File: src/rtl/alu_pkg.sv
`default_nettype none
// ---------------------------------------------------------------------------
// alu_pkg : shared ALU command codes, execute FSM states, address width. rev 1.0
// ---------------------------------------------------------------------------
package alu_pkg;

  localparam int REG_AW = 4;

  typedef enum logic [3:0] {
    CMD_ADD = 4'd0,  CMD_SUB = 4'd1,  CMD_AND = 4'd2,  CMD_OR  = 4'd3,
    CMD_XOR = 4'd4,  CMD_NOR = 4'd5,  CMD_NOT = 4'd6,  CMD_SLL = 4'd7,
    CMD_SRL = 4'd8,  CMD_SRA = 4'd9,  CMD_INC = 4'd10, CMD_DEC = 4'd11,
    CMD_SLT = 4'd12, CMD_SGT = 4'd13, CMD_LUI = 4'd14, CMD_HAM = 4'd15
  } alu_cmd_e;

  typedef enum logic [1:0] {
    ST_IDLE = 2'd0,
    ST_READ = 2'd1,
    ST_EXEC = 2'd2,
    ST_WB   = 2'd3
  } exec_state_e;

endpackage
`default_nettype wire

File: src/rtl/alu_exec_seq_if.sv
`default_nettype none
// ---------------------------------------------------------------------------
// alu_exec_seq_if : instruction valid/ready handshake into the execute stage. rev 1.0
// ---------------------------------------------------------------------------
interface alu_exec_seq_if;
  logic        in_valid;
  logic        in_ready;
  logic [3:0]  in_cmd;
  logic [3:0]  in_rs;
  logic [3:0]  in_rt;
  logic [3:0]  in_rd;
  logic        in_imm_en;
  logic [15:0] in_imm;

  modport master (
    output in_valid, in_cmd, in_rs, in_rt, in_rd, in_imm_en, in_imm,
    input  in_ready
  );

  modport slave (
    input  in_valid, in_cmd, in_rs, in_rt, in_rd, in_imm_en, in_imm,
    output in_ready
  );
endinterface
`default_nettype wire

File: src/rtl/exec_regfile.sv
`default_nettype none
// ---------------------------------------------------------------------------
// exec_regfile : NREG x N bank, 2 read + 1 debug read, 1 sync write, R0 = 0. rev 1.0
// ---------------------------------------------------------------------------
module exec_regfile
  import alu_pkg::*;
#(
  parameter int N    = 32,
  parameter int NREG = 16
) (
  input  wire logic              clk,
  input  wire logic              rst_n,
  input  wire logic [REG_AW-1:0] ra_addr,
  output logic      [N-1:0]      ra_data,
  input  wire logic [REG_AW-1:0] rb_addr,
  output logic      [N-1:0]      rb_data,
  input  wire logic [REG_AW-1:0] dbg_addr,
  output logic      [N-1:0]      dbg_data,
  input  wire logic              we,
  input  wire logic [REG_AW-1:0] waddr,
  input  wire logic [N-1:0]      wdata
);

  logic [N-1:0] regs_q [NREG];
  logic [N-1:0] regs_d [NREG];

  function automatic logic [N-1:0] rd_port(input logic [REG_AW-1:0] a);
    return (int'(a) < NREG) ? regs_q[a] : '0;
  endfunction

  assign ra_data  = rd_port(ra_addr);
  assign rb_data  = rd_port(rb_addr);
  assign dbg_data = rd_port(dbg_addr);

  // Entry 0 is forced to zero every cycle, so writes to it simply vanish.
  always_comb begin
    regs_d = regs_q;
    if (we && (int'(waddr) < NREG)) begin
      regs_d[waddr] = wdata;
    end
    regs_d[0] = '0;
  end

  always_ff @(posedge clk) begin
    if (!rst_n) begin
      regs_q <= '{default: '0};
    end else begin
      regs_q <= regs_d;
    end
  end

endmodule
`default_nettype wire

File: src/rtl/alu_exec_seq.sv
`default_nettype none
// ---------------------------------------------------------------------------
// alu_exec_seq : 4-state execute sequencer feeding an external ALU. rev 1.0
// ---------------------------------------------------------------------------
module alu_exec_seq
  import alu_pkg::*;
#(
  parameter int N    = 32,
  parameter int NREG = 16
) (
  input  wire logic              clk,
  input  wire logic              rst_n,
  alu_exec_seq_if.slave          in_if,
  output logic      [N-1:0]      alu_a,
  output logic      [N-1:0]      alu_b,
  output logic      [3:0]        alu_cmd,
  input  wire logic [N-1:0]      alu_z,
  output logic                   wb_valid,
  output logic      [REG_AW-1:0] wb_rd,
  output logic      [N-1:0]      wb_data,
  output logic      [15:0]       retired,
  input  wire logic [REG_AW-1:0] dbg_addr,
  output logic      [N-1:0]      dbg_data
);

  exec_state_e       state_q, state_d;
  logic              in_ready_q, in_ready_d;
  logic [3:0]        cmd_q, cmd_d;
  logic [REG_AW-1:0] rs_q, rs_d, rt_q, rt_d, rd_q, rd_d;
  logic              imm_en_q, imm_en_d;
  logic [15:0]       imm_q, imm_d;
  logic [N-1:0]      alu_a_q, alu_a_d, alu_b_q, alu_b_d;
  logic [3:0]        alu_cmd_q, alu_cmd_d;
  logic [N-1:0]      res_q, res_d;
  logic              wb_valid_q, wb_valid_d;
  logic [REG_AW-1:0] wb_rd_q, wb_rd_d;
  logic [15:0]       retired_q, retired_d;
  logic [N-1:0]      ra_data, rb_data;

  exec_regfile #(.N(N), .NREG(NREG)) u_regfile (
    .clk      (clk),
    .rst_n    (rst_n),
    .ra_addr  (rs_q),
    .ra_data  (ra_data),
    .rb_addr  (rt_q),
    .rb_data  (rb_data),
    .dbg_addr (dbg_addr),
    .dbg_data (dbg_data),
    .we       (state_q == ST_WB),
    .waddr    (rd_q),
    .wdata    (res_q)
  );

  always_comb begin
    state_d    = state_q;
    cmd_d      = cmd_q;
    rs_d       = rs_q;
    rt_d       = rt_q;
    rd_d       = rd_q;
    imm_en_d   = imm_en_q;
    imm_d      = imm_q;
    alu_a_d    = alu_a_q;
    alu_b_d    = alu_b_q;
    alu_cmd_d  = alu_cmd_q;
    res_d      = res_q;
    wb_valid_d = 1'b0;
    wb_rd_d    = wb_rd_q;
    retired_d  = retired_q;
    unique case (state_q)
      ST_IDLE: begin
        if (in_if.in_valid && in_ready_q) begin
          cmd_d    = in_if.in_cmd;
          rs_d     = in_if.in_rs;
          rt_d     = in_if.in_rt;
          rd_d     = in_if.in_rd;
          imm_en_d = in_if.in_imm_en;
          imm_d    = in_if.in_imm;
          state_d  = ST_READ;
        end
      end
      ST_READ: begin
        alu_a_d   = ra_data;
        alu_b_d   = imm_en_q ? {{(N-16){imm_q[15]}}, imm_q} : rb_data;
        alu_cmd_d = cmd_q;
        state_d   = ST_EXEC;
      end
      ST_EXEC: begin
        res_d      = alu_z;
        wb_rd_d    = rd_q;
        wb_valid_d = 1'b1;
        state_d    = ST_WB;
      end
      ST_WB: begin
        retired_d = retired_q + 16'd1;
        state_d   = ST_IDLE;
      end
      default: state_d = ST_IDLE;
    endcase
    // Registered ready: low through reset, high from the first cycle after release.
    in_ready_d = (state_d == ST_IDLE);
  end

  always_ff @(posedge clk) begin
    if (!rst_n) begin
      state_q    <= ST_IDLE;
      in_ready_q <= 1'b0;
      cmd_q      <= '0;
      rs_q       <= '0;
      rt_q       <= '0;
      rd_q       <= '0;
      imm_en_q   <= 1'b0;
      imm_q      <= '0;
      alu_a_q    <= '0;
      alu_b_q    <= '0;
      alu_cmd_q  <= '0;
      res_q      <= '0;
      wb_valid_q <= 1'b0;
      wb_rd_q    <= '0;
      retired_q  <= '0;
    end else begin
      state_q    <= state_d;
      in_ready_q <= in_ready_d;
      cmd_q      <= cmd_d;
      rs_q       <= rs_d;
      rt_q       <= rt_d;
      rd_q       <= rd_d;
      imm_en_q   <= imm_en_d;
      imm_q      <= imm_d;
      alu_a_q    <= alu_a_d;
      alu_b_q    <= alu_b_d;
      alu_cmd_q  <= alu_cmd_d;
      res_q      <= res_d;
      wb_valid_q <= wb_valid_d;
      wb_rd_q    <= wb_rd_d;
      retired_q  <= retired_d;
    end
  end

  assign in_if.in_ready = in_ready_q;
  assign alu_a          = alu_a_q;
  assign alu_b          = alu_b_q;
  assign alu_cmd        = alu_cmd_q;
  assign wb_valid       = wb_valid_q;
  assign wb_rd          = wb_rd_q;
  assign wb_data        = res_q;
  assign retired        = retired_q;

endmodule
`default_nettype wire

File: src/flat_wrapper.sv
// flat-port wrapper written by rule: the top's interface ports become plain ports
module alu_exec_seq_flat import alu_pkg::*;
#(
  parameter int N    = 32,
  parameter int NREG = 16
)
  (clk, rst_n, alu_a, alu_b, alu_cmd, alu_z, wb_valid, wb_rd, wb_data, retired, dbg_addr, dbg_data, in_if_in_valid, in_if_in_cmd, in_if_in_rs, in_if_in_rt, in_if_in_rd, in_if_in_imm_en, in_if_in_imm, in_if_in_ready);
  alu_exec_seq_if in_if_i ();
  input  wire logic clk;
  input  wire logic rst_n;
  output logic      [N-1:0] alu_a;
  output logic      [N-1:0] alu_b;
  output logic      [3:0] alu_cmd;
  input  wire logic [N-1:0] alu_z;
  output logic wb_valid;
  output logic      [REG_AW-1:0] wb_rd;
  output logic      [N-1:0] wb_data;
  output logic      [15:0] retired;
  input  wire logic [REG_AW-1:0] dbg_addr;
  output logic      [N-1:0] dbg_data;
  input wire logic [$bits(in_if_i.in_valid)-1:0] in_if_in_valid;
  input wire logic [$bits(in_if_i.in_cmd)-1:0] in_if_in_cmd;
  input wire logic [$bits(in_if_i.in_rs)-1:0] in_if_in_rs;
  input wire logic [$bits(in_if_i.in_rt)-1:0] in_if_in_rt;
  input wire logic [$bits(in_if_i.in_rd)-1:0] in_if_in_rd;
  input wire logic [$bits(in_if_i.in_imm_en)-1:0] in_if_in_imm_en;
  input wire logic [$bits(in_if_i.in_imm)-1:0] in_if_in_imm;
  output wire logic [$bits(in_if_i.in_ready)-1:0] in_if_in_ready;
  assign in_if_i.in_valid = in_if_in_valid;
  assign in_if_i.in_cmd = in_if_in_cmd;
  assign in_if_i.in_rs = in_if_in_rs;
  assign in_if_i.in_rt = in_if_in_rt;
  assign in_if_i.in_rd = in_if_in_rd;
  assign in_if_i.in_imm_en = in_if_in_imm_en;
  assign in_if_i.in_imm = in_if_in_imm;
  assign in_if_in_ready = in_if_i.in_ready;
  alu_exec_seq #(.N(N), .NREG(NREG)) u_core (.clk(clk), .rst_n(rst_n), .in_if(in_if_i), .alu_a(alu_a), .alu_b(alu_b), .alu_cmd(alu_cmd), .alu_z(alu_z), .wb_valid(wb_valid), .wb_rd(wb_rd), .wb_data(wb_data), .retired(retired), .dbg_addr(dbg_addr), .dbg_data(dbg_data));
endmodule
File: config.mk
export PLATFORM = sky130hd
export DESIGN_NAME = alu_exec_seq_flat
export DESIGN_NICKNAME = d
export VERILOG_FILES = /design/src/rtl/alu_pkg.sv /design/src/rtl/alu_exec_seq_if.sv /design/src/rtl/exec_regfile.sv /design/src/rtl/alu_exec_seq.sv /design/src/flat_wrapper.sv
export SDC_FILE = /design/constraint.sdc
export NUM_CORES = 2
export LEC_CHECK = 0
export BUFFER_PORTS_ARGS = -buffer_cell sky130_fd_sc_hd__buf_2
export CAP_MARGIN = 10
export CORE_MARGIN = 4
export CORE_UTILIZATION = 60
export CTS_BUF_LIST = sky130_fd_sc_hd__clkbuf_4
export DETAILED_ROUTE_END_ITERATION = 6
export GPL_TIMING_DRIVEN = 1
export PLACE_DENSITY = 0.86
export SYNTH_ARGS = -nofsm -noshare
export SYNTH_HDL_FRONTEND = slang
export SYNTH_SLANG_ARGS = --single-unit
File: constraint.sdc
create_clock -name clk -period 5.1 [get_ports clk]
set_input_delay 0.51 -clock clk [delete_from_list [all_inputs] [get_ports clk]]
set_output_delay 0.51 -clock clk [all_outputs]
set_load 0.03 [all_outputs]
# Yosys cells after proc, flatten, opt, wreduce, memory -nomap -nowiden
# Index checks and enable logic that the tools add are counted.
# Widths: inputs -> output; s select.
# op_classes
reduce_logical,5
add_sub_neg,1
n_mux,16
n_shift,0
div_mod_pow,0
mul,0
eq_ne,3
n_bitwise,4
order_cmp,5
# op_table
operator,count
$bwmux 512,1
$bmux 32 s4,3
$mux 32,8
$demux 32 s4,1
$ge 5x5->1 const B,4
$not 4->5,4
$add 16x1->16 const B,1
$pmux 2 s4,1
$lt 5x1->1 const B,1
$eq 2x2->1 const B,2
$logic_not 2->1,2
$eq 2x1->1 const B,1
$logic_and 1x1->1,2
$mux 2,1
$reduce_and 2->1,1
$mux 1,1
# totals
elab_cells,64
n_memories,0
latch_bits,0
ff_bits,637
input_bits,72
mem_bits_rw,0
mem_bits_ro,0
output_inout_bits,154

# Depth between registers and ports, before layout
# logic_depth
word_depth,6
ltp_mapped,8
mapped_depth_nobuf,5

# By module
# Synthesis repeated with hierarchy kept, for this count alone.
# hier_totals
hier_cells,3803
hier_area_um2,35052.4
# by_module_without_submodules
module,seq_area_each_um2,n_inst,area_each_um2,cells_per_inst
exec_regfile,9609.2,1,29196.8,3182
alu_exec_seq,3143.0,1,5855.6,621

# Worst setup path before layout
# Ideal clock, no wire load.
# synth_timing
kind,input to output
start,input port dbg_addr[2]
end,output port dbg_data[13]
t_required_ps,4590
arrival_time_ps,2112
path_buffers,3
path_stages,5
setup_slack_ps,2478
path_cell_list,buf_2 -> buf_2 -> clkbuf_1 -> mux4_2 -> mux4_2
# synth_via
elab_chain_cells,4
# synth_lines
item,line,source
from (decl),flat_wrapper.sv:19,input wire logic [REG_AW-1:0] dbg_addr;
$not 4->5 (not written as such),exec_regfile.sv:28,return (int'(a) < NREG) ? regs_q[a] : '0;
$bmux 32 s4,exec_regfile.sv:28,
$mux 32 (not written as such) (2 in series),exec_regfile.sv:28,
to (decl),flat_wrapper.sv:20,output logic [N-1:0] dbg_data;
# Every way passes these cells. The select of a mux whose other input is x is not followed.

# Final worst setup path
# layout_timing
start,input port dbg_addr[0]
end,output port dbg_data[13]
# The elaborated chain is that of the path after synthesis.

==> flow_metrics.py <==
metrics = {
    "status": {
        "status": "complete, but fails checks",
        "violations": "design-rule violations",
    },
    "die": {
        "die_area_sq_um": 59700,
        "fp.dieW_um": 244,
        "die_h_um": 244,
        "core-area_sq_um": 55200,
        "io-pin-count": 226,
        "row_count": 86,
        "initial_core_util_pct": 60.7,
    },
    "power": {
        "ir_worst_vdd_mv": 0.230,
        "p_per_area_nw_per_um2": 338,
        "power.leakage_nw": 12.8,
    },
    "global_route": {
        "gr-usage-met1_pct": 48.6,
        "grt_max_degree": 216,
        "grt_pass1_vias": 32900,
        "grt_pass1_wl_um": 189000,
        "grt.busiest_layer": "met2",
        "grt_use_total_pct": 40.8,
        "grt_overflow": 0,
        "use_met2_pct": 59.5,
        "grtUsageMet3_pct": 16.2,
        "antenna_found_initial": 10,
    },
    "layout": {
        "final_common_cell": "nand2_1",
        "utilization_pct": 67.8,
        "area_delta_synth_final_pct": 11.7,
        "drive_gt1_share_pct": 24.3,
        "nFillCells": 4010,
        "mostFrequentLayoutCells": "1086 x nand2_1, 631 x dfxtp_1, 534 x a21oi_1",
        "final_cells": 4719,
        "register_area_sq_um": 12800,
        "fin_nets": 3923,
        "multi_input_area_sq_um": 19200,
    },
    "timing": {
        "fin_worst_skew_ns": 0.0574,
        "fin_tns_setup_ns": 0,
        "tightest_slew_ns": 1.28,
        "max-slew-margin-rel_pct": 14.5,
        "hold_viol": 0,
        "rsz0062_at_grt": "no",
        "setup-violations-final": 0,
        "drv_slew": 0,
        "finalCritPeriodShare_pct": 70.2,
        "fin_crit_ns": 3.58,
        "max_freq_mhz": 279,
    },
    "clock_tree": {
        "cts-htree-levels": 4,
        "clk_pin_slew_ns": 0.06,
        "cts.sinks": 637,
        "cts_root_buf": "clkbuf_4",
        "numCtsBuffers": 162,
        "clockBufferDepth": 3,
        "clock_latency_ns": 1.08,
        "cts_resized": 0,
        "cts_tree": "built",
    },
    "route": {
        "vias": 33500,
        "vias_per_cell": 7.10,
        "antenna_left": 0,
        "avgRoutedWirePerCell_um": 26.6,
        "first_pass_iters": 7,
        "drt_iter0_markers": 6524,
        "post-route-drc-count": 4,
        "drt_wl_total_um": 125000,
    },
    "setup_path": {
        "crit_type": "in2out",
        "r2r_start": "u_core.state_q[0]",
        "endpoint_kind": "output port",
        "critical_path_arrival_ns": 3.07,
        "critPathLaunch": "dbg_addr[0]",
        "path_max_fanout": 71,
        "worstPathRequired_ns": 4.59,
        "start_kind": "input port",
    },
    "logic_synthesis": {
        "synth_edf_count": 0,
        "syn_area_sq_um": 33500,
        "syn_inst": 3706,
        "ys_seq_area_share_pct": 38.1,
        "synth_seq_cells": 637,
        "syn-num-nets": 3784,
        "yosys_warnings": 0,
        "synth_flop_cell": "dfxtp_1",
        "yosysUniqueCellTypes": 51,
        "synthArstFlopShare_pct": 0,
        "syn_avg_cell_area_sq_um": 9.04,
    },
    "worst_hold_path": {
        "worstHoldStart": "rst_n",
        "hold_class": "in2reg",
    },
    "place": {
        "dpl.hpwl_um": 72700,
        "numPortBuffers": 225,
        "gp_congestion": 0.945,
        "placedCellCount": 4362,
    },
    "flow_run": {
        "drv_cap": 0,
    },
}
-- registers in the layout, summed over array words and instances, names as in the netlist --
register	flops
u_core.u_regfile.regs_q	480
u_core.alu_a	32
u_core.alu_b	32
u_core.wb_data	32
u_core.imm_q	16
u_core.retired	16
u_core.alu_cmd	4
u_core.cmd_q	4
u_core.rd_q	4
u_core.rs_q	4
u_core.rt_q	4
u_core.wb_rd	4
u_core.state_q	2
u_core.imm_en_q	1
u_core.in_if.in_ready	1
u_core.wb_valid	1
-- cell families after synthesis --
group / after synthesis / share of synthesized area [%]
buf+inv: 399 / 5.13
xor+xnor: 10 / 0.261
simple gates: 1276 / 15.0
mux: 522 / 26.0
fa+ha+maj: 6 / 0.224
compound gates: 856 / 15.3
flops: 637 / 38.1
-- layout make-up --
type                       instances  area share, %
clock buffer                     225           4.52
timing repair buffer             367           6.45
antenna                            4         0.0268
clock inverter                    61          0.987
tap                              748           2.50
multi-input combinational       2670           51.3
inverter                           7         0.0903
sequential                       637           34.1
-- critical path: stages --
cell and delay [ns]:
buf_6 0.70, buf_4 0.51, mux4_2 0.58, mux4_2 0.51, buf_2 0.20
-- what timing repair did --
action	in CTS	in global routing
buffers inserted	0	0
hold buffers	66	0
endpoints found under the hold margin	67	0
-- metal layers --
layer | wire length (um) | part of all wire (%)
met5 | 202 | 0.16
met4 | 11200 | 8.9
met3 | 21600 | 17
met2 | 52900 | 42
met1 | 39400 | 31
-- report_power, final --
group          total (mW)  switching, mW  internal [mW]  leakage [nW]
logic                2.43           1.65          0.781          6.46
clock network        4.50           2.24           2.25          1.21
registers            5.73          0.520           5.21          5.14
total                12.7           4.42           8.24          12.8
-- through the flow --
stage | setup slack, ns | power, mW | area [sq um] | hold WS (ns)
2_1_floorplan | 2.48 | 7.24 | 33500 | 0.433
3_3_place_gp | 1.59 | 8.03 | 34700 | 0.428
3_5_place_dp | 1.53 | 8.08 | 34700 | 0.439
4_1_cts | 1.53 | 12.5 | 37400 | 0.0398
5_1_grt | 1.39 | 13.0 | 37400 | 0.123
6_report | 1.52 | 12.7 | 37400 | 0.0657
-- Yosys cell counts, types with 6 or more instances --
master,number,area (sq um)
inv_1,6,22.5
mux2i_1,143,1430
a21oi_1,534,2670
ha_1,6,75.1
a22oi_1,54,405
nand3_1,14,70.1
a221oi_1,39,342
nor2_1,80,300
clkbuf_1,272,1020
and2_1,16,100
a21o_1,8,60.1
buf_1,19,71.3
o211a_1,24,240
o22ai_1,32,200
buf_2,68,340
nand2_1,1086,4080
buf_4,29,218
a211oi_1,32,240
a22o_1,32,280
mux2_2,113,1270
nor3_1,30,150
o21ai_1,10,50.1
nor2b_1,14,87.6
mux4_2,266,5990
a221o_1,17,170
o21ai_0,47,235
o41ai_1,15,131
dfxtp_1,637,12800
a2111oi_0,8,70.1
-- worst paths after layout --
path / to / slack, ns / depth (start not counted)
worst max-delay path: dbg_data[13] / 1.52 / 5
worst min-delay path: u_core.wb_data[4] / 0.07 / 3
worst max register to register: u_core.u_regfile.regs_q[247] / 1.86 / 6
worst min register to register: u_core.alu_a[26] / 0.46 / 1
No activity file was read; power rests on OpenSTA's default activity.
